==> src/rtl/dpll_branch_ctrl.sv <==
// DPLL decision/backtrack controller: runs the simplification kernel, pushes heuristic branch literals,
// propagates them and backtracks chronologically; kernel and heuristic handshakes may stall it indefinitely.
package dpll_pkg;
  localparam int LW = 8;
  localparam int NC = 4;
  localparam int NL = 3;

  typedef logic [LW-1:0] lit_t;
  typedef struct packed {
    logic             vld;
    lit_t [NL-1:0]    lits;
  } clause_t;
  typedef clause_t [NC-1:0] formula_t;

  localparam lit_t     zero_lit     = '0;
  localparam formula_t zero_formula = '0;

  function automatic lit_t neg_lit(input lit_t l);
    return {~l[LW-1], l[LW-2:0]};
  endfunction
endpackage

// Assigns one literal: satisfied clauses are dropped, the opposite literal is erased elsewhere.
// Result, flags and ended are registered one cycle after find.
module propagate_literal
  import dpll_pkg::*;
(
  input  logic     clock,
  input  logic     reset,
  input  logic     find,
  input  lit_t     in_lit,
  input  formula_t in_formula,
  output logic     ended,
  output logic     empty_formula,
  output logic     empty_clause,
  output formula_t out_formula
);
  formula_t f_d;
  logic     ef_d, ec_d;
  logic     ended_q, ef_q, ec_q;
  formula_t f_q;

  function automatic logic has_lit(input clause_t cl, input lit_t l);
    logic hit;
    hit = 1'b0;
    for (int s = 0; s < NL; s++) begin
      if (cl.lits[s] == l) hit = 1'b1;
    end
    return hit;
  endfunction

  function automatic clause_t strip(input clause_t cl, input lit_t l);
    clause_t r;
    r = cl;
    for (int s = 0; s < NL; s++) begin
      if (cl.lits[s] == l) r.lits[s] = zero_lit;
    end
    return r;
  endfunction

  always_comb begin
    f_d  = in_formula;
    ef_d = 1'b1;
    ec_d = 1'b0;
    for (int c = 0; c < NC; c++) begin
      if (in_formula[c].vld) begin
        if (has_lit(in_formula[c], in_lit)) f_d[c].vld = 1'b0;
        else                                f_d[c] = strip(in_formula[c], neg_lit(in_lit));
      end
    end
    for (int c = 0; c < NC; c++) begin
      if (f_d[c].vld) begin
        ef_d = 1'b0;
        if (f_d[c].lits == '0) ec_d = 1'b1;
      end
    end
  end

  always_ff @(posedge clock) begin
    if (reset) begin
      ended_q <= 1'b0;
      ef_q    <= 1'b0;
      ec_q    <= 1'b0;
      f_q     <= zero_formula;
    end else begin
      ended_q <= find;
      if (find) begin
        ef_q <= ef_d;
        ec_q <= ec_d;
        f_q  <= f_d;
      end
    end
  end

  assign ended         = ended_q;
  assign empty_formula = ef_q;
  assign empty_clause  = ec_q;
  assign out_formula   = f_q;
endmodule

module dpll_branch_ctrl
  import dpll_pkg::*;
#(
  parameter int DEPTH = 16,
  parameter int DW    = $clog2(DEPTH + 1)
) (
  input  logic          clock,
  input  logic          reset,
  input  logic          start,
  input  formula_t      in_formula,
  output logic          done,
  output logic          sat,
  output logic          unsat,
  output logic          overflow,
  output formula_t      result_formula,
  output logic [DW-1:0] depth,
  output logic          k_find,
  output formula_t      k_formula,
  input  logic          k_ended,
  input  logic          k_sat,
  input  logic          k_unsat,
  input  formula_t      k_out_formula,
  output logic          br_req,
  output formula_t      br_formula,
  input  logic          br_ack,
  input  lit_t          br_lit
);
  localparam int AW = (DEPTH > 1) ? $clog2(DEPTH) : 1;

  typedef enum logic [2:0] {IDLE, K_RUN, BRANCH, PROP, BACKTRACK} state_t;

  state_t        state_q;
  logic          done_q, sat_q, unsat_q, ovf_q;
  formula_t      result_q;
  logic [DW-1:0] depth_q;
  logic          k_find_q;
  formula_t      k_formula_q;
  logic          br_req_q;
  formula_t      last_q;
  logic          prop_find_q;
  lit_t          prop_lit_q;
  formula_t      prop_f_q;

  formula_t      stk_f_q    [DEPTH];
  lit_t          stk_l_q    [DEPTH];
  logic          stk_flip_q [DEPTH];

  logic          p_ended, p_ef, p_ec;
  formula_t      p_out;
  logic [AW-1:0] top_idx, push_idx;

  assign top_idx  = AW'(depth_q - DW'(1));
  assign push_idx = AW'(depth_q);

  propagate_literal u_prop (
    .clock         (clock),
    .reset         (reset),
    .find          (prop_find_q),
    .in_lit        (prop_lit_q),
    .in_formula    (prop_f_q),
    .ended         (p_ended),
    .empty_formula (p_ef),
    .empty_clause  (p_ec),
    .out_formula   (p_out)
  );

  always_ff @(posedge clock) begin
    if (reset) begin
      state_q     <= IDLE;
      done_q      <= 1'b0;
      sat_q       <= 1'b0;
      unsat_q     <= 1'b0;
      ovf_q       <= 1'b0;
      result_q    <= zero_formula;
      depth_q     <= '0;
      k_find_q    <= 1'b0;
      k_formula_q <= zero_formula;
      br_req_q    <= 1'b0;
      last_q      <= zero_formula;
      prop_find_q <= 1'b0;
      prop_lit_q  <= zero_lit;
      prop_f_q    <= zero_formula;
      for (int i = 0; i < DEPTH; i++) begin
        stk_f_q[i]    <= zero_formula;
        stk_l_q[i]    <= zero_lit;
        stk_flip_q[i] <= 1'b0;
      end
    end else begin
      done_q      <= 1'b0;
      k_find_q    <= 1'b0;
      prop_find_q <= 1'b0;
      case (state_q)
        IDLE: begin
          if (start) begin
            k_formula_q <= in_formula;
            sat_q       <= 1'b0;
            unsat_q     <= 1'b0;
            ovf_q       <= 1'b0;
            depth_q     <= '0;
            k_find_q    <= 1'b1;
            state_q     <= K_RUN;
          end
        end
        K_RUN: begin
          if (k_ended) begin
            last_q <= k_out_formula;
            if (k_sat) begin
              done_q   <= 1'b1;
              sat_q    <= 1'b1;
              result_q <= k_out_formula;
              state_q  <= IDLE;
            end else if (k_unsat) begin
              state_q <= BACKTRACK;
            end else if (depth_q == DW'(DEPTH)) begin
              // Stack full: give up before ever asking the heuristic.
              done_q   <= 1'b1;
              ovf_q    <= 1'b1;
              result_q <= k_out_formula;
              state_q  <= IDLE;
            end else begin
              br_req_q <= 1'b1;
              state_q  <= BRANCH;
            end
          end
        end
        BRANCH: begin
          if (br_ack) begin
            br_req_q <= 1'b0;
            if (br_lit == zero_lit) begin
              done_q   <= 1'b1;
              result_q <= last_q;
              state_q  <= IDLE;
            end else begin
              stk_f_q[push_idx]    <= last_q;
              stk_l_q[push_idx]    <= br_lit;
              stk_flip_q[push_idx] <= 1'b0;
              depth_q              <= depth_q + DW'(1);
              prop_find_q          <= 1'b1;
              prop_lit_q           <= br_lit;
              prop_f_q             <= last_q;
              state_q              <= PROP;
            end
          end
        end
        PROP: begin
          if (p_ended) begin
            last_q <= p_out;
            if (p_ef) begin
              done_q   <= 1'b1;
              sat_q    <= 1'b1;
              result_q <= p_out;
              state_q  <= IDLE;
            end else if (p_ec) begin
              state_q <= BACKTRACK;
            end else begin
              k_formula_q <= p_out;
              k_find_q    <= 1'b1;
              state_q     <= K_RUN;
            end
          end
        end
        BACKTRACK: begin
          if (depth_q == '0) begin
            done_q   <= 1'b1;
            unsat_q  <= 1'b1;
            result_q <= last_q;
            state_q  <= IDLE;
          end else if (stk_flip_q[top_idx]) begin
            depth_q <= depth_q - DW'(1);
          end else begin
            // Second polarity is tried on the formula saved when the decision was made.
            stk_flip_q[top_idx] <= 1'b1;
            prop_find_q         <= 1'b1;
            prop_lit_q          <= neg_lit(stk_l_q[top_idx]);
            prop_f_q            <= stk_f_q[top_idx];
            state_q             <= PROP;
          end
        end
        default: state_q <= IDLE;
      endcase
    end
  end

  assign done           = done_q;
  assign sat            = sat_q;
  assign unsat          = unsat_q;
  assign overflow       = ovf_q;
  assign result_formula = result_q;
  assign depth          = depth_q;
  assign k_find         = k_find_q;
  assign k_formula      = k_formula_q;
  assign br_req         = br_req_q;
  assign br_formula     = last_q;
endmodule

==> config.mk <==
export PLATFORM = sky130hd
export DESIGN_NAME = dpll_branch_ctrl
export DESIGN_NICKNAME = d
export VERILOG_FILES = /design/src/rtl/dpll_branch_ctrl.sv
export SDC_FILE = /design/constraint.sdc
export NUM_CORES = 2
export LEC_CHECK = 0
export BUFFER_PORTS_ARGS = -buffer_cell sky130_fd_sc_hd__buf_2
export CAP_MARGIN = 40
export CORE_ASPECT_RATIO = 1.2
export CORE_UTILIZATION = 62
export DETAILED_ROUTE_END_ITERATION = 6
export GPL_TIMING_DRIVEN = 0
export PLACE_DENSITY = 0.8
export SYNTH_ARGS = -nofsm -noshare
export SYNTH_HDL_FRONTEND = slang
export SYNTH_SLANG_ARGS = --single-unit
export TNS_END_PERCENT = 10
==> constraint.sdc <==
create_clock -name clock -period 5 [get_ports clock]
set_clock_uncertainty 0.15 [all_clocks]
set_input_delay 0.25 -clock clock [delete_from_list [all_inputs] [get_ports clock]]
set_output_delay 0.25 -clock clock [all_outputs]
set_load 0.02 [all_outputs]
==> impl_metrics.csv <==
group,metric,value,unit
sta,setup_viol,65,
setup_path,r2r_start,"state_q[1]",
layout,drive_gt1_share,17.78,%
clocking,tritoncts,"built",
pwr,clock_power_share,27.4,%
routing,via_count,79128,
pwr,p_switching,23890,uW
placed_design,pre_cts_ws,-2.505,ns
clocking,ctsLongestPathBuffers,3,
grt,grt.met1_usage,54.53,%
grt,grtUsageMet3,21.74,%
layout,layout.nets,9119,
pwr,pwr-share-seq,37.2,%
placed_design,portBuffers,525,
setup_path,critical_path.max_fanout,43,
setup_path,cp-startpoint,"state_q[1]",
run,maxCapViolCount,0,
yosys,synth_edf_count,1744,
routing,route.detailed.drc,2,
yosys,synth.distinct_cells,68,
placed_design,dp.cells,10599,
layout,post-route-util,73.16,%
sta,period_share,101.6,%
placed_design,hpwl,278600,um
layout,fin_cells,11291,
clocking,path_clk_slew,0.07,ns
setup_path,crit_type,"reg -> reg",
grt,met2_usage,69.26,%
outcome,violations,"DRC, setup timing",
grt,grt_busiest_layer,"met2",
clocking,cts-htree-levels,4,
setup_path,critPathSlowestCell,"buf_2",
pwr,power_frac_comb,35.4,%
yosys,ys_warn_count,0,
outcome,status,"finished, violations left",
setup_path,cpPeakStageDelay,0.74,ns
routing,firstDrtPassIters,7,
yosys,synthArstFlopShare,0,%
floorplanning,ios,526,
yosys,synth-main-ff-cell,"edfxtp_1",
routing,ant_nets,0,
clocking,cts_made_buffers,213,
pwr,sw_frac_of_total,38.55,%
yosys,synth_area_per_cell,13.05,um2
clocking,cts.sinks,2270,
yosys,ys_ff_latch,2270,
setup_path,path_common_cell,"clkbuf_2",
pwr,power.density,519.7,nW/um2
sta,fin_tns_setup,-2.543,ns
sta,clock.fmax,0.1968,GHz
yosys,synthCells,7834,
routing,via_per_inst,7.008,
setup_path,arrival,5.47,ns
setup_path,worstPathCellList,"or3b_1, clkbuf_1, a21oi_1, and3b_1, clkbuf_2, and3_1, buf_2, clkbuf_2, or2_4, buf_16",
floorplanning,die_x,372.6,um
yosys,ys_seq_area_share,61.54,%
grt,grt_pass1_vias,76749,
routing,finalWirelength,403600,um
pwr,vdd_ir_drop_max,453.4,uV
worst_hold_path,hp-class,"in -> reg",
floorplanning,num_rows,162,
routing,drt-initial-drc-count,13872,
sta,tightest_slew,1.058,ns
clocking,clk_root_buffer_cell,"clkbuf_16",
floorplanning,initial_core_util,62.72,%
worst_hold_path,hold_start,"in_formula[11]",
sta,rsz0062_at_grt,"false",
sta,hold_viol_final,0,
grt,grt_util_all_layers,47.91,%
floorplanning,die_area,166500,um2
pwr,intPower,38070,uW
sta,final.setup.worst_slack,-0.08063,ns
setup_path,cp.required,5.39,ns
grt,grt_start_max_net_pins,47,
setup_path,cp-end-kind,"register",
floorplanning,core-area,163000,um2
routing,wl_per_cell,35.74,um
clocking,clock_latency,0.91,ns
sta,period_needed,5.081,ns
sta,worst_slew_margin_rel,29.43,%
placed_design,gp_congestion,1.014,
grt,grt_overflow,0,
floorplanning,die_h,446.8,um
sta,final_max_slew_viol_count,0,
layout,area_growth_syn_to_layout,16.65,%
grt,grt_first_pass_wirelength,552500,um
clocking,post_cts_buffers,0,
grt,antenna_found_initial,51,
layout,num-fill-cells,10338,
setup_path,start_kind,"register",
pwr,leakage,0.04441,uW
yosys,synth_nets,8053,
yosys,syn-cell-area,102200,um2
[timing repair]
| item | 4_1_cts | 5_1_grt |
|---|---|---|
| hold buffers | 217 | 0 |
| cloned | 0 | 1 |
| gates resized for setup | 46 | 1 |
| setup endpoints to repair | 1560 | 18 |
| endpoints found under the hold margin | 454 | 0 |
[Yosys cell counts (24+ instances only)]
library cell | number | share of area (%)
dfxtp_1 | 526 | 10
edfxtp_1 | 1744 | 51
a22o_1 | 24 | 0.21
or2_2 | 26 | 0.16
nor2_1 | 511 | 1.9
a211oi_1 | 521 | 3.8
mux4_2 | 436 | 9.6
and3_1 | 128 | 0.78
a22oi_1 | 33 | 0.24
buf_2 | 88 | 0.43
nand3_1 | 64 | 0.31
and2_1 | 1830 | 11
nor3_1 | 113 | 0.55
buf_1 | 42 | 0.15
xor2_1 | 55 | 0.47
a21oi_1 | 262 | 1.3
xnor2_1 | 39 | 0.33
clkbuf_1 | 656 | 2.4
clkbuf_2 | 31 | 0.15
nor4_1 | 36 | 0.22
mux2i_1 | 117 | 1.1
nand2_1 | 288 | 1.1
a221oi_1 | 100 | 0.86
[stage by stage]
| stage | power (uW) | instance area [um2] | hold WS [ns] |
|---|---|---|---|
| final | 61960 | 119200 | 0.07185 |
| after global routing | 62720 | 119100 | 0.09174 |
| after CTS | 60200 | 119000 | 0.04463 |
| after detailed placement | 43530 | 109600 | 0.3013 |
| after global placement | 42410 | 107500 | 0.2951 |
| after floorplan | 34340 | 102200 | 0.2864 |
[flip-flops by register name, summed over array words and instances (netlist names), 8 cells and up]
register and count:
br_formula 100, k_formula 100, prop_lit_q 8, prop_f_q 100, stk_l_q 128, stk_flip_q 16, u_prop.out_formula 100, result_formula 100
stk_f_q 1600
[cell families after synthesis]
family                   after synthesis  share of synthesized area, %
XOR/XNOR                              94                        0.8055
multiplexers                         557                         10.80
AND/OR/NAND/NOR                     3038                         16.46
flip-flops                          2270                         61.54
buffers and inverters                852                         3.341
AO/OA/AOI/OAI                       1019                         7.005
adder cells (fa/ha/maj)                4                       0.04897
[layout make-up]
| class | count | area, um2 | share of cell area [%] |
|---|---|---|---|
| Antenna cell | 68 | 170.2 | 0.1427 |
| Buffer | 831 | 3438 | 2.884 |
| Clock buffer | 281 | 5883 | 4.934 |
| Clock inverter | 125 | 1326 | 1.112 |
| Inverter | 18 | 67.56 | 0.05667 |
| Multi-Input combinational cell | 4713 | 35980 | 30.17 |
| Sequential cell | 2270 | 62900 | 52.76 |
| Tap cell | 2132 | 2668 | 2.237 |
| Timing Repair Buffer | 853 | 6798 | 5.701 |
[placed cells by master (no fill, tap or decap), types with 68 or more instances in the layout]
| cell | netlist | layout |
|---|---|---|
| and2_1 | 1830 | 1830 |
| edfxtp_1 | 1744 | 1744 |
| clkbuf_1 | 656 | 661 |
| buf_2 | 88 | 608 |
| dfxtp_1 | 526 | 525 |
| a211oi_1 | 521 | 520 |
| nor2_1 | 511 | 510 |
| mux4_2 | 436 | 436 |
| nand2_1 | 288 | 288 |
| a21oi_1 | 262 | 258 |
| clkbuf_16 | 0 | 219 |
| dlygate4sd3_1 | 0 | 217 |
| and3_1 | 128 | 128 |
| mux2i_1 | 117 | 117 |
| nor3_1 | 113 | 113 |
| a221oi_1 | 100 | 100 |
| diode_2 | 0 | 68 |
[power by group through the flow]
stage | Combinational, uW | Sequential [uW] | Clock, uW
floorplan | 10600 | 23800 | 0
global placement | 19100 | 23300 | 0
detailed placement | 20200 | 23300 | 0
CTS | 20500 | 22900 | 16800
global route | 22200 | 23100 | 17500
finish | 21900 | 23000 | 17000
[worst paths after layout]
check                                end  slack (ns)  cells after the start
hold / removal             k_formula[11]        0.07                      4
hold reg to reg   u_prop.out_formula[92]        0.32                      2
setup reg to reg         stk_f_q[13][39]       -0.08                     10
setup / recovery         stk_f_q[13][39]       -0.08                     10
[per-layer routing]
layer  routed length (um)  vias up
li1                     -    30832
met1               123300    38273
met2               171700     7804
met3                67600     2173
met4                40370       46
met5                  707        -
[critical path: cells and delay by family (launching register included)]
family / cells / cell delay, ns
AND/OR/NAND/NOR: 4 / 1.53
flip-flops: 1 / 0.46
AO/OA/AOI/OAI: 1 / 0.42
buffers and inverters: 5 / 2.02
No activity file was read; power rests on OpenSTA's default activity.
